$ cat config.mk
export PLATFORM = sky130hd
export DESIGN_NAME = imm_gen_stage
export DESIGN_NICKNAME = d
export VERILOG_FILES = /design/src/rtl/imm_gen_pkg.sv /design/src/rtl/imm_extract.sv /design/src/rtl/imm_gen_stage.sv
export SDC_FILE = /design/constraint.sdc
export NUM_CORES = 1
export LEC_CHECK = 0
export CAP_MARGIN = 20
export CELL_PAD_IN_SITES_DETAIL_PLACEMENT = 1
export CELL_PAD_IN_SITES_GLOBAL_PLACEMENT = 1
export CORE_MARGIN = 1.5
export CORE_UTILIZATION = 35
export CTS_BUF_LIST = sky130_fd_sc_hd__clkbuf_2 sky130_fd_sc_hd__clkbuf_4 sky130_fd_sc_hd__clkbuf_8
export CTS_CLUSTER_DIAMETER = 40
export DETAILED_ROUTE_END_ITERATION = 12
export GPL_TIMING_DRIVEN = 0
export PLACE_DENSITY = 0.66
export RECOVER_POWER = 100
export SYNTH_ARGS = -nofsm -noshare
export SYNTH_HDL_FRONTEND = slang
export SYNTH_HIERARCHICAL = 1
export SYNTH_SLANG_ARGS = --single-unit
$ cat constraint.sdc
create_clock -name clk -period 8.2 [get_ports clk]
set_input_delay 2.46 -clock clk [delete_from_list [all_inputs] [get_ports clk]]
set_output_delay 2.46 -clock clk [all_outputs]
set_load 0.03 [all_outputs]
$ cat src/rtl/imm_gen_pkg.sv
// Shared types and constants for the immediate-generation stage.
package imm_gen_pkg;

    localparam int unsigned INST_W         = 32;
    localparam int unsigned FMT_W          = 3;
    localparam int unsigned RVC_LEN        = 16;
    localparam int unsigned IMM_FIFO_DEPTH = 2;
    localparam int unsigned CNT_W          = $clog2(IMM_FIFO_DEPTH + 1);

    typedef enum logic [FMT_W-1:0] {
        IMM_I  = 3'd0,
        IMM_S  = 3'd1,
        IMM_B  = 3'd2,
        IMM_U  = 3'd3,
        IMM_J  = 3'd4,
        IMM_Z  = 3'd5,
        IMM_CI = 3'd6,
        IMM_CJ = 3'd7
    } imm_fmt_t;

    // Per-entry sideband stored alongside the immediate.
    typedef struct packed {
        imm_fmt_t fmt;
        logic     illegal;
    } imm_meta_t;

endpackage

$ cat src/rtl/imm_extract.sv
// Combinational immediate extraction: (instruction, format) -> extended immediate + illegal flag.
module imm_extract
    import imm_gen_pkg::*;
#(
    parameter int unsigned XLEN   = 32,
    parameter bit          EN_RVC = 1'b1
) (
    input  logic [INST_W-1:0] inst,
    input  imm_fmt_t          fmt,
    output logic [XLEN-1:0]   imm,
    output logic              illegal
);

    logic [RVC_LEN-1:0] cinst;
    logic [31:0]        imm32;
    logic               unused_cinst_bits;

    assign cinst             = inst[RVC_LEN-1:0];
    assign unused_cinst_bits = ^{cinst[15:13], cinst[1:0]};

    // Every format fits in 32 bits; widen once at the end.
    always_comb begin
        imm32   = '0;
        illegal = 1'b0;
        case (fmt)
            IMM_I: imm32 = {{20{inst[31]}}, inst[31:20]};
            IMM_S: imm32 = {{20{inst[31]}}, inst[31:25], inst[11:7]};
            IMM_B: imm32 = {{19{inst[31]}}, inst[31], inst[7], inst[30:25], inst[11:8], 1'b0};
            IMM_U: imm32 = {inst[31:12], 12'b0};
            IMM_J: imm32 = {{11{inst[31]}}, inst[31], inst[19:12], inst[20], inst[30:21], 1'b0};
            IMM_Z: imm32 = {27'b0, inst[19:15]};
            IMM_CI: begin
                if (EN_RVC) begin
                    imm32 = {{26{cinst[12]}}, cinst[12], cinst[6:2]};
                end else begin
                    illegal = 1'b1;
                end
            end
            IMM_CJ: begin
                if (EN_RVC) begin
                    imm32 = {{20{cinst[12]}}, cinst[12], cinst[8], cinst[10:9], cinst[6],
                             cinst[7], cinst[2], cinst[11], cinst[5:3], 1'b0};
                end else begin
                    illegal = 1'b1;
                end
            end
            default: imm32 = '0;
        endcase
    end

    // Z has bit 31 clear, so the common sign extension also zero-extends it.
    assign imm = XLEN'({{32{imm32[31]}}, imm32});

endmodule

$ cat src/rtl/imm_gen_stage.sv
// Registered immediate-generation stage: extracts the immediate at the input and
// buffers it in a 2-entry skid FIFO with valid/ready handshake and flush.
module imm_gen_stage
    import imm_gen_pkg::*;
#(
    parameter int unsigned XLEN   = 32,
    parameter bit          EN_RVC = 1'b1
) (
    input  logic              clk,
    input  logic              reset,
    input  logic              flush,
    input  logic              in_valid,
    output logic              in_ready,
    input  logic [INST_W-1:0] in_inst,
    input  logic [FMT_W-1:0]  in_fmt,
    output logic              out_valid,
    input  logic              out_ready,
    output logic [XLEN-1:0]   out_imm,
    output logic [FMT_W-1:0]  out_fmt,
    output logic              out_illegal
);

    logic [XLEN-1:0]  new_imm_c;
    logic             new_illegal_c;
    imm_meta_t        new_meta_c;

    logic [CNT_W-1:0] count_q,     count_d;
    logic             in_ready_q,  in_ready_d;
    logic             out_valid_q, out_valid_d;
    logic [XLEN-1:0]  head_imm_q,  head_imm_d;
    imm_meta_t        head_meta_q, head_meta_d;
    logic [XLEN-1:0]  tail_imm_q,  tail_imm_d;
    imm_meta_t        tail_meta_q, tail_meta_d;

    logic             push_c;
    logic             pop_c;

    imm_extract #(
        .XLEN   (XLEN),
        .EN_RVC (EN_RVC)
    ) u_extract (
        .inst    (in_inst),
        .fmt     (imm_fmt_t'(in_fmt)),
        .imm     (new_imm_c),
        .illegal (new_illegal_c)
    );

    assign new_meta_c = '{fmt: imm_fmt_t'(in_fmt), illegal: new_illegal_c};

    // in_ready is a registered flag, so accepting never depends on out_ready this cycle.
    assign push_c = in_valid & in_ready_q & ~flush;
    assign pop_c  = out_valid_q & out_ready;

    // Head is always the presented entry; tail only fills while head is stalled.
    always_comb begin
        count_d     = count_q;
        head_imm_d  = head_imm_q;
        head_meta_d = head_meta_q;
        tail_imm_d  = tail_imm_q;
        tail_meta_d = tail_meta_q;

        if (flush) begin
            count_d     = '0;
            head_imm_d  = '0;
            head_meta_d = '0;
            tail_imm_d  = '0;
            tail_meta_d = '0;
        end else begin
            if (pop_c) begin
                if (count_q == CNT_W'(IMM_FIFO_DEPTH)) begin
                    head_imm_d  = tail_imm_q;
                    head_meta_d = tail_meta_q;
                    tail_imm_d  = '0;
                    tail_meta_d = '0;
                end else if (push_c) begin
                    head_imm_d  = new_imm_c;
                    head_meta_d = new_meta_c;
                end else begin
                    head_imm_d  = '0;
                    head_meta_d = '0;
                end
            end else if (push_c) begin
                if (count_q == '0) begin
                    head_imm_d  = new_imm_c;
                    head_meta_d = new_meta_c;
                end else begin
                    tail_imm_d  = new_imm_c;
                    tail_meta_d = new_meta_c;
                end
            end
            count_d = count_q + CNT_W'(push_c) - CNT_W'(pop_c);
        end

        in_ready_d  = (count_d != CNT_W'(IMM_FIFO_DEPTH));
        out_valid_d = (count_d != '0);
    end

    always_ff @(posedge clk or posedge reset) begin
        if (reset) begin
            count_q     <= '0;
            in_ready_q  <= 1'b1;
            out_valid_q <= 1'b0;
            head_imm_q  <= '0;
            head_meta_q <= '0;
            tail_imm_q  <= '0;
            tail_meta_q <= '0;
        end else begin
            count_q     <= count_d;
            in_ready_q  <= in_ready_d;
            out_valid_q <= out_valid_d;
            head_imm_q  <= head_imm_d;
            head_meta_q <= head_meta_d;
            tail_imm_q  <= tail_imm_d;
            tail_meta_q <= tail_meta_d;
        end
    end

    assign in_ready    = in_ready_q;
    assign out_valid   = out_valid_q;
    assign out_imm     = head_imm_q;
    assign out_fmt     = head_meta_q.fmt;
    assign out_illegal = head_meta_q.illegal;

endmodule

-- Word-level counts from Yosys, hierarchy flattened
Cells that the tools add are included.
- word-level logic and storage cells: 57
- register bits: 76
- bitwise operators: 4
- reduce and logical (&&, ||, !) cells: 7
- equal/unequal tests: 11
- mux-type cells: 24
- add/subtract/negate cells: 2
- operator list (kind ; count):
    $mux W32 ; 11
    $pmux W32 S8 ; 1
    $mux W4 ; 11
    $eq A3 B3 Y1 const B ; 4
    $eq A3 B2 Y1 const B ; 2
    $reduce_bool A3 Y1 ; 2
    $and A1 B1 Y1 ; 3
    $eq A3 B1 Y1 const B ; 1
    $logic_not A3 Y1 ; 1
    $ne A3 B2 Y1 const B ; 1
    $ne A3 B3 Y1 const B ; 1
    $reduce_and A3 Y1 ; 1
    $add A2 B1 Y2 ; 1
    $eq A2 B2 Y1 const B ; 1
    $logic_not A2 Y1 ; 1
    $mux W2 ; 1
    $ne A2 B2 Y1 const B ; 1
    $reduce_and A2 Y1 ; 1
    $reduce_bool A2 Y1 ; 1
    $sub A2 B1 Y2 ; 1
    $not A1 Y1 ; 1

-- Logic depth before layout (Yosys ltp)
- depth in word-level cells: 6
- gate-level depth with buffers: 9
- mapped depth without buffers: 8

-- Hierarchy
The synthesis kept the hierarchy.
- by module, submodules not included (module ; seq. area each (µm²) ; area an instance (µm²) ; cells an instance ; instances):
    imm_gen_stage ; 1903.1 ; 3990.1 ; 332 ; 1
    imm_extract ; 0.0 ; 605.6 ; 81 ; 1

-- Worst setup path after synthesis
OpenSTA, ideal clock, no wires.
- kind: in2reg
- start point: input port flush
- end point: register in_ready_q, in the netlist in_ready
- path slack: 4279 ps
- arrival time: 3833 ps
- setup time: 88 ps
- stages on the path: 8
- cell sequence: and3b_1 -> buf_6 -> inv_1 -> ha_1 -> inv_1 -> ha_1 -> xnor3_1 -> or3_1
- word-level cells in the longest chain between the ends: 6
- ends and longest elaborated chain (item ; line ; text):
    start: declaration ; imm_gen_stage.sv:11 ; input logic flush,
    $not A1 Y1 ; imm_gen_stage.sv:51 ; assign push_c = in_valid & in_ready_q & ~flush;
    $and A1 B1 Y1 ; imm_gen_stage.sv:51 ;
    $add A2 B1 Y2 ; imm_gen_stage.sv:91 ; count_d = count_q + CNT_W'(push_c) - CNT_W'(pop_c);
    $sub A2 B1 Y2 ; imm_gen_stage.sv:91 ;
    $mux W2 * ; imm_gen_stage.sv:62 ; if (flush) begin
    $ne A2 B2 Y1 * ; imm_gen_stage.sv:94 ; in_ready_d = (count_d != CNT_W'(IMM_FIFO_DEPTH));
    named net in_ready_d ; imm_gen_stage.sv:28 ; logic in_ready_q, in_ready_d;
    end signal: assignment ; imm_gen_stage.sv:109 ; in_ready_q <= in_ready_d;
    end: declaration ; imm_gen_stage.sv:28 ;
The timed path passes the listed nets; every way through them passes the cells marked *.
A chain may end at the register's enable or synchronous reset.

==> impl_metrics.py <==
metrics = {
    "global_routing": {
        "overflow": 0,
        "grt_max_degree": 40,
        "grt_pass1_wl_mm": 24.0,
        "grt_pass1_vias": 4254,
        "grt_usage_pct": 22.1,
        "antenna_found_initial": 0,
    },
    "synthesis": {
        "syn_inst": 413,
        "synth_top_family_by_area": "compound AO/OA/AOI/OAI gates",
        "synth_top_cell_by_area": "dfrtp_1",
        "synth-simple-area-share_pct": 11.2,
        "synth_common_cells": "75 x dfrtp_1, 37 x a22o_1, 33 x mux2i_1",
        "yosys.cell_count.top_type": "dfrtp_1",
        "synthAdderAreaFrac_pct": 0.790,
        "synthArstFlopShare_pct": 100,
        "synth-edff-count": 0,
        "synth_area_per_cell_um2": 11.1,
        "synth-seq-cells": 76,
        "synthXorXnorAreaFrac_pct": 0.490,
        "synth_top_cell_area_share_pct": 40.8,
        "synthMuxAreaShare_pct": 7.43,
        "synth_cell_types": 58,
        "synth_compound_area_share_pct": 31.3,
        "yosysSeqAreaShare_pct": 41.4,
        "synth_flop_cell": "dfrtp_1",
        "syn_area_mm2": 0.00460,
        "syn-num-nets": 455,
        "yosysWarnings": 6,
        "yosys-top-cells-area": "dfrtp_1 41%, mux2i_1 7.2%, a22o_1 7.1%, and3b_1 5.3%, a311oi_1 4.8%",
    },
    "route": {
        "drc": 0,
        "drt_iter0_markers": 196,
        "drt_pre_antenna_iters": 6,
        "wl_per_cell_um": 21.9,
        "routed_via_density": 5.82,
        "drtAntennaViolNets": 0,
        "vias": 3942,
        "routed_wl_mm": 14.8,
    },
    "clock_tree": {
        "cts_setup_buffers": 0,
        "clock_latency_ns": 0.38,
        "cts_buffers": 9,
        "cts.sinks": 76,
        "cts.path.max_buffers": 2,
        "clk_pin_slew_worst_paths_ns": 0.08,
        "cts_tree": "yes",
        "post_cts_resize_count": 0,
        "postCtsHoldBufs": 0,
        "cts_root_buffer": "clkbuf_8",
        "htree_levels": 3,
    },
    "floorplanning": {
        "rows": 41,
        "die_w_um": 118,
        "coreArea_mm2": 0.0127,
        "ios": 78,
        "dieArea_mm2": 0.0138,
        "dieHeight_um": 118,
        "initial_utilization_pct": 36.1,
    },
    "worst_hold_path": {
        "whs_endpoint": "tail_imm_q[5]$_DFFE_PP0P_",
        "hp-start": "tail_imm_q[5]$_DFFE_PP0P_",
        "hold_depth": 1,
        "hp-class": "reg -> reg",
    },
    "placement": {
        "dpl_worst_slack_ns": 3.41,
        "port_buffers": 75,
        "hpwl_mm": 11.0,
        "gp_congestion": 0.862,
    },
    "worst_setup_path": {
        "reg2reg_to": "in_ready$_DFF_PP1_",
        "r2r_slack_ns": 5.69,
        "crit_path_start_kind": "primary input",
        "crit_fanout": 39,
        "reg2reg_depth": 8,
        "worstPathArrival_ns": 5.67,
        "end_kind": "async pin",
        "crit_required_ns": 8.26,
        "r2r-start": "out_valid$_DFF_PP0_",
        "crit_type": "in -> async",
    },
    "layout": {
        "diodes": 0,
        "multi_input_area_mm2": 0.00233,
        "layout.nets": 542,
        "areaGrowthSynthToFinish_pct": 24.4,
        "fillers": 1456,
        "drive_gt1_share_pct": 10.5,
        "seq_area_mm2": 0.00190,
    },
    "timing": {
        "finalCriticalPeriod_ns": 5.61,
        "setup_tns_ns": 0,
        "tightest_slew_ns": 2.14,
        "relSlewSlack_pct": -43.0,
        "final-setup-viol-count": 0,
        "drv_slew": 79,
        "grt_setup_unrepaired": "no",
        "final.setup_skew_ns": 0.00997,
        "fmax_ghz": 0.178,
        "setup_slack_ns": 2.59,
        "hold_violations": 0,
        "finalHoldWorstSlack_ns": 0.506,
        "fin_crit_sh_pct": 68.4,
    },
    "run_status": {
        "status": "complete, but fails checks",
        "violations": "max-capacitance violations, max-slew violations",
    },
    "power_and_ir_drop": {
        "ir_drop_mv": 0.154,
        "p_per_area_mw_per_mm2": 278,
        "p_leak_nw": 2.71,
        "total_power_mw": 1.59,
    },
    "flow_run": {
        "maxCapViolCount": 2,
    },
}
-- metrics by stage --
step | area, um^2 | util, % | cells
CTS | 5780 | 45.4 | 677
floorplan | 4600 | - | 413
detailed placement | 5580 | 43.9 | 661
global placement | 5560 | 43.7 | 660
global route | 5720 | 44.9 | 677
finish | 5720 | 44.9 | 677
-- layer usage --
metal | part of all wire, % | GRT usage [%] | wire length (um)
met1 | 45 | 29.4 | 6730
met2 | 48 | 36.0 | 7070
met3 | 4.1 | 4.41 | 612
met4 | 2.8 | 7.55 | 411
met5 | 0 | 0 | 0
-- critical path, stage by stage --
cell           delay [ns]
dlygate4sd3_1        0.55
clkinvlp_2           1.02
clkbuf_1             1.61
-- logic make-up (layout without fill, tap and decap cells) --
kind of cell	Yosys count	after routing
xor gates and xnor gates	1	1
other	1	1
and+or+nand+nor	69	69
buffers and inverters	55	147
AOI/OAI and AO/OA	174	174
muxes	34	34
DFF	76	76
adders and majority gates	3	3
-- worst max-delay path by stage --
stage / start / to / slack (ns)
final: reset / out_imm[16]$_DFFE_PP0P_ / 2.59
after global routing: reset / out_imm[16]$_DFFE_PP0P_ / 1.94
after CTS: out_ready / in_ready$_DFF_PP1_ / 3.82
after detailed placement: out_ready / in_ready$_DFF_PP1_ / 3.41
after global placement: reset / out_imm[16]$_DFFE_PP0P_ / 2.38
after floorplan: reset / count_q[0]$_DFF_PP0_ / 3.80
-- layout make-up --
type,count,area share [%]
flip-flops and latches,76,33.3
plain buffers,47,5.10
inverters,8,0.547
well taps,172,3.76
multi-input cells,282,40.8
clock buffers,9,2.17
clock inverters,7,1.18
repair buffers,76,13.2
-- flip-flops by register name, indices dropped and copies added (netlist names) --
register	count
count_q	2
in_ready	1
out_fmt	3
out_illegal	1
out_imm	32
out_valid	1
tail_imm_q	32
tail_meta_q	4
-- cell usage in the layout (no fill, tap or decap), types with 3 or more instances in the layout --
cell,instances
a211oi_1,29
a21o_1,21
a21oi_1,13
a221o_1,3
a22o_1,37
a311oi_1,25
a32o_1,3
and3b_1,28
buf_2,5
buf_4,6
buf_6,10
clkbuf_1,25
clkbuf_8,9
clkdlybuf4s50_1,33
clkinv_2,3
clkinvlp_4,3
dfrtp_1,75
dlygate4sd3_1,42
inv_1,6
mux2i_1,33
nand2_1,4
nand2b_1,3
nand3_1,4
nand3b_1,7
nor2_1,3
nor2b_1,3
nor3_1,5
o211a_1,6
o211ai_1,6
o2bb2ai_1,7
o31a_1,6
o31ai_1,4
-- where the power goes --
group          total (mW)  switching [mW]  internal (mW)
Sequential          0.511          0.0497          0.461
Combinational       0.784           0.468          0.316
Clock               0.292           0.154          0.139
Total                1.59           0.671          0.916
No activity file was read; power rests on OpenSTA's default activity.
